--- src/rtl/logarithmic_afpm.sv ---
// ---------------------------------------------------------------------------
// logarithmic_afpm
//
// Approximate FP16 (IEEE-754 binary16) multiplier based on Mitchell's
// logarithmic approximation: exponents and significands are added, so the
// fractional parts are summed instead of multiplied. The block sits behind
// an 8-bit pin interface. Operands are loaded low byte first, and the product
// is returned low byte first. Each operation takes a fixed five-phase frame:
//     LD_LO -> LD_HI -> CALC -> OUT_LO -> OUT_HI -> LD_LO ...
//
// Ports
//     clk      : system clock, all state updates on the rising edge
//     rst      : synchronous reset, active high, takes effect even when ena=0
//     ena      : clock enable, 0 freezes every register
//     ui_in    : operand A byte (low byte in LD_LO, high byte in LD_HI)
//     uio_in   : operand B byte (same phasing as ui_in)
//     uo_out   : result byte, registered (R[7:0] after OUT_LO, R[15:8] after OUT_HI)
//     uio_out  : constant 8'h00
//     uio_oe   : constant 8'h00 (uio pins are always inputs)
// ---------------------------------------------------------------------------
module logarithmic_afpm (
    input  logic       clk,
    input  logic       rst,
    input  logic       ena,
    input  logic [7:0] ui_in,
    input  logic [7:0] uio_in,
    output logic [7:0] uo_out,
    output logic [7:0] uio_out,
    output logic [7:0] uio_oe
);

    typedef enum logic [2:0] {
        ST_LD_LO  = 3'd0,
        ST_LD_HI  = 3'd1,
        ST_CALC   = 3'd2,
        ST_OUT_LO = 3'd3,
        ST_OUT_HI = 3'd4
    } state_t;

    state_t      r_state;
    state_t      w_next_state;
    logic [15:0] r_a;
    logic [15:0] r_b;
    logic [15:0] r_r;
    logic [7:0]  r_out;
    logic [15:0] w_product;

    // Mitchell product of two FP16 values. Subnormals are flushed to zero,
    // and the result is truncated because no rounding is applied.
    function automatic logic [15:0] mitchell_mul(input logic [15:0] a,
                                                 input logic [15:0] b);
        logic              s;
        logic [4:0]        ea;
        logic [4:0]        eb;
        logic [9:0]        ma;
        logic [9:0]        mb;
        logic [10:0]       msum;
        logic signed [7:0] e_sum;
        logic              a_nan;
        logic              b_nan;
        logic              a_inf;
        logic              b_inf;
        logic              a_zero;
        logic              b_zero;
        logic [15:0]       res;

        s      = a[15] ^ b[15];
        ea     = a[14:10];
        eb     = b[14:10];
        ma     = a[9:0];
        mb     = b[9:0];
        a_nan  = (ea == 5'h1F) && (ma != 10'h000);
        b_nan  = (eb == 5'h1F) && (mb != 10'h000);
        a_inf  = (ea == 5'h1F) && (ma == 10'h000);
        b_inf  = (eb == 5'h1F) && (mb == 10'h000);
        a_zero = (ea == 5'h00);
        b_zero = (eb == 5'h00);

        msum   = {1'b0, ma} + {1'b0, mb};
        // A carry out of the fraction sum becomes an exponent increment in
        // the antilog step. The fraction keeps only the low 10 bits.
        e_sum  = $signed({3'b000, ea}) + $signed({3'b000, eb}) - 8'sd15
                 + $signed({7'b0000000, msum[10]});

        if (a_nan || b_nan || (a_inf && b_zero) || (b_inf && a_zero)) begin
            res = 16'h7E00;
        end else if (a_inf || b_inf) begin
            res = {s, 5'h1F, 10'h000};
        end else if (a_zero || b_zero) begin
            res = {s, 15'h0000};
        end else if (e_sum >= 8'sd31) begin
            res = {s, 5'h1F, 10'h000};
        end else if (e_sum <= 8'sd0) begin
            res = {s, 15'h0000};
        end else begin
            res = {s, e_sum[4:0], msum[9:0]};
        end
        return res;
    endfunction

    assign w_product = mitchell_mul(r_a, r_b);
    assign uo_out    = r_out;
    assign uio_out   = 8'h00;
    assign uio_oe    = 8'h00;

    // Phase register: advances one phase per enabled edge.
    always_ff @(posedge clk) begin
        if (rst) begin
            r_state <= ST_LD_LO;
        end else if (ena) begin
            r_state <= w_next_state;
        end
    end

    // Next-phase selection for the fixed five-phase frame.
    always_comb begin
        w_next_state = ST_LD_LO;
        case (r_state)
            ST_LD_LO:  w_next_state = ST_LD_HI;
            ST_LD_HI:  w_next_state = ST_CALC;
            ST_CALC:   w_next_state = ST_OUT_LO;
            ST_OUT_LO: w_next_state = ST_OUT_HI;
            ST_OUT_HI: w_next_state = ST_LD_LO;
            default:   w_next_state = ST_LD_LO;
        endcase
    end

    // Operand capture, result latch and output byte, selected by phase.
    always_ff @(posedge clk) begin
        if (rst) begin
            r_a   <= 16'h0000;
            r_b   <= 16'h0000;
            r_r   <= 16'h0000;
            r_out <= 8'h00;
        end else if (ena) begin
            case (r_state)
                ST_LD_LO: begin
                    r_a[7:0] <= ui_in;
                    r_b[7:0] <= uio_in;
                end
                ST_LD_HI: begin
                    r_a[15:8] <= ui_in;
                    r_b[15:8] <= uio_in;
                end
                ST_CALC:   r_r   <= w_product;
                ST_OUT_LO: r_out <= r_r[7:0];
                ST_OUT_HI: r_out <= r_r[15:8];
                default:   r_out <= r_out;
            endcase
        end
    end

endmodule

--- config.mk ---
export PLATFORM = sky130hd
export DESIGN_NAME = logarithmic_afpm
export DESIGN_NICKNAME = d
export VERILOG_FILES = /design/src/rtl/logarithmic_afpm.sv
export SDC_FILE = /design/constraint.sdc
export NUM_CORES = 1
export LEC_CHECK = 0
export CORE_ASPECT_RATIO = 2
export CORE_MARGIN = 4
export CORE_UTILIZATION = 55
export CTS_CLUSTER_SIZE = 12
export DETAILED_ROUTE_END_ITERATION = 7
export GPL_ROUTABILITY_DRIVEN = 0
export PLACE_DENSITY = 0.83
export SYNTH_ARGS = -nofsm -noshare
export SYNTH_HDL_FRONTEND = slang
export SYNTH_SLANG_ARGS = --single-unit
--- constraint.sdc ---
create_clock -name clk -period 4.5 [get_ports clk]
set_clock_uncertainty 0.15 [all_clocks]
set_input_delay 0.675 -clock clk [delete_from_list [all_inputs] [get_ports clk]]
set_output_delay 0.675 -clock clk [all_outputs]
set_load 0.01 [all_outputs]
==> metrics.txt <==
outcome=complete, no violations; TritonCTS clock tree=done; most frequent CP cell=ha_1; Final Hold Fails=0; Max-Cap Viols=0; worst reg-to-reg path cell count=16; Top FF cell, synth=dfxtp_1; worst-path cell chain=ha_1 > inv_1 > fa_1 > nor2b_1 > o2111ai_1 > a31oi_1 > a21o_1 > a21o_1 > ha_1 > ha_1 > nand2_1 > or3_1 > o221ai_2 > mux2i_1 > a211oi_4 > a32o_1; Worst-path clk slew=50 ps; RSZ-0062 raised after global routing=false; I/O pin count=43; Crit path largest cell delay=around 400 ps; Final nets=470; Avg Inst Size Synth=between 8 and 9 um^2; Power Density=roughly 370 nW/um^2; chip width=62.8 um; Synth Area in XOR/XNOR=under 10%; antenna-violating nets left=0; Post-Synth Adder-Cell Area=a little under a tenth; Root Driver=clkbuf_16; hold_buf cts=0; Setup TNS Final=0 ps; max layer used=met4; Req. time, crit path=~4600 ps; Compound-Gate Fraction of Synth Area=a little over a fifth; post-cts gate resize count=0; routed wire length=between 7 and 8 mm; wire length on met3=roughly 370 um; post-route minimum period=approximately 4000 ps; DIE AREA=7380 um^2; Slew Limit Headroom=23.9%; WL met2=around 4.2 mm; post-synthesis sequential area ratio=~36%; H-tree levels=3; antenna fix cells=0; Setup crit start kind=flip-flop; DP HPWL=around 5.9 mm; P&R area growth vs syn=15.6%; Post-Synth Simple-Gate Area=between 20% and 30%; Hold WS=between 300 and 400 ps; fmax=253 MHz; Hold/Removal Path Class=flip-flop to flip-flop; GR Overflow Total=0; Setup Buffers After CTS=0; R2R Setup Slk=between 500 and 600 ps; wl on met1=2.69 mm; vias in the first global route=2,775; GRT Total Usage=21.6%; Async SR Flop Fraction=0%; WS Path Type=flip-flop to flip-flop; DR DRC count=0; Yosys warning count=0; worst path arrival time=4070 ps; post-synth cell types=51; hold depth=1; CTS max path bufs=2; Starting Density=57.3%; layout cells sized above 1=roughly 5.3%; fin util=66.3%; largest net degree at the start of global routing=56; CP Capture Type=flip-flop; worst slew pin tran=1140 ps; Static Leakage=1.52 nW; post-synthesis cell area=3300 um^2; die height=between 100 and 150 um; WL/cell=between 15 and 20 um; Peak VDD IR=approximately 0.28 mV; Yosys reg bits=approximately 60; initial antenna violation count=0; via count=between 2,000 and 3,000; Slowest cell on crit path=a211oi_4; total CTS buffers=9; multiplexer area fraction after synthesis=~3.0%; number of synthesized flops with an enable pin=0; row cnt=39; cell count after synthesis=between 400 and 500; worst-skew pair later-pin latency=330 ps; Max Slew Vio Count=0; drt via density=5.90; Critical Path Fanout Max=10; PortBufs=26; Final setup viols=0; first-pass GRT wire length=around 13 mm; combinational family with the most area after synthesis=compound AO/OA/AOI/OAI gates; clock sink count=between 50 and 60; core box area=roughly 5800 um^2; Starting DRT DRC Count=~160; drt first pass iters=4; Tcrit/Tclk final=between 80% and 90%
-- per-layer routing --
metal	GRT usage, %	vias to the layer above
li1	-	1442
met1	20.1	1336
met2	41.1	99
met3	4.78	30
met4	13.1	0
met5	0	-
-- cell type report --
cell class / count / area [um^2]
Multi-Input combinational cell: 318 / 1950
Fill cell: 483 / 1940
Sequential cell: 59 / 1180
Timing Repair Buffer: 28 / 270
Clock buffer: 13 / 260
Tap cell: 61 / 76.3
Inverter: 12 / 45.0
Clock inverter: 2 / 35.0
-- report_power, final --
part	total (mW)	switching [mW]	internal [mW]	leakage, nW
clock	0.673	0.220	0.453	0.146
sequential	0.562	0.0183	0.543	0.479
combinational	0.173	0.103	0.0693	0.895
total	1.41	0.342	1.07	1.52
-- worst max-delay path: cells and delay by family (launching register included) --
kind	cells	cell delay (ps)
AOI/OAI and AO/OA	7	1550
buffers and inverters	1	60
and+or+nand+nor	3	640
DFF	1	350
adders and majority gates	4	990
muxes	1	140
-- per-stage QoR --
step           cells  setup WS (ps)  instance area, um^2  total power, mW
3_5_place_dp     478            558                 3520            0.741
6_report         493            546                 3820             1.41
3_3_place_gp     478            702                 3520            0.737
2_1_floorplan    421            964                 3360            0.695
4_1_cts          493            562                 3820             1.41
5_1_grt          493            246                 3820             1.46
-- kinds of logic after synthesis --
logic type                 count (synthesis)
and+or+nand+nor                          153
AOI/OAI and AO/OA                        104
DFF                                       59
buffers and inverters                     44
adders and majority gates                 24
xor gates and xnor gates                  11
muxes                                     10
other                                      1
-- worst paths after layout --
path | start | endpoint
setup / recovery | r_a[0] | r_r[5]
hold / removal | r_r[8] | r_r[8]
setup reg to reg | r_a[0] | r_r[5]
hold reg to reg | r_r[8] | r_r[8]
-- synth_stat cells, drive strengths merged, types with 3 or more instances --
| master | number | area [um^2] |
|---|---|---|
| nor2b | 8 | 50.1 |
| ha | 21 | 263 |
| clkbuf | 14 | 52.6 |
| a211oi | 12 | 103 |
| xnor2 | 6 | 52.6 |
| or4 | 4 | 30.0 |
| nand2b | 3 | 18.8 |
| xor2 | 5 | 43.8 |
| nand3 | 7 | 35.0 |
| o211ai | 4 | 30.0 |
| nor3 | 7 | 35.0 |
| a21o | 6 | 46.3 |
| a22o | 3 | 26.3 |
| a21oi | 49 | 245 |
| dfxtp | 59 | 1180 |
| or2 | 3 | 18.8 |
| buf | 18 | 129 |
| a221oi | 5 | 43.8 |
| nor2 | 32 | 120 |
| mux2i | 10 | 100 |
| a32o | 6 | 60.1 |
| inv | 12 | 45.0 |
| nand2 | 74 | 278 |
| nor4 | 5 | 31.3 |
| and3 | 3 | 18.8 |
| o21ai | 7 | 35.0 |
-- flip-flops by register name, summed over array words and instances, names as in the netlist --
| signal | flops |
|---|---|
| uo_out | 8 |
| r_state | 3 |
| r_b | 16 |
| r_a | 16 |
| r_r | 16 |
-- layout by cell type (no fill, tap or decap), drive strengths merged, types with 5 or more instances in the layout --
cell type	instances
nand2	74
dfxtp	59
a21oi	49
nor2	32
clkdlybuf4s50	25
ha	21
conb	16
clkbuf	13
inv	12
a211oi	12
mux2i	10
nor2b	8
o21ai	7
nor3	7
nand3	7
xnor2	6
a32o	6
a21o	6
xor2	5
nor4	5
a221oi	5
No activity file was read; power rests on OpenSTA's default activity.
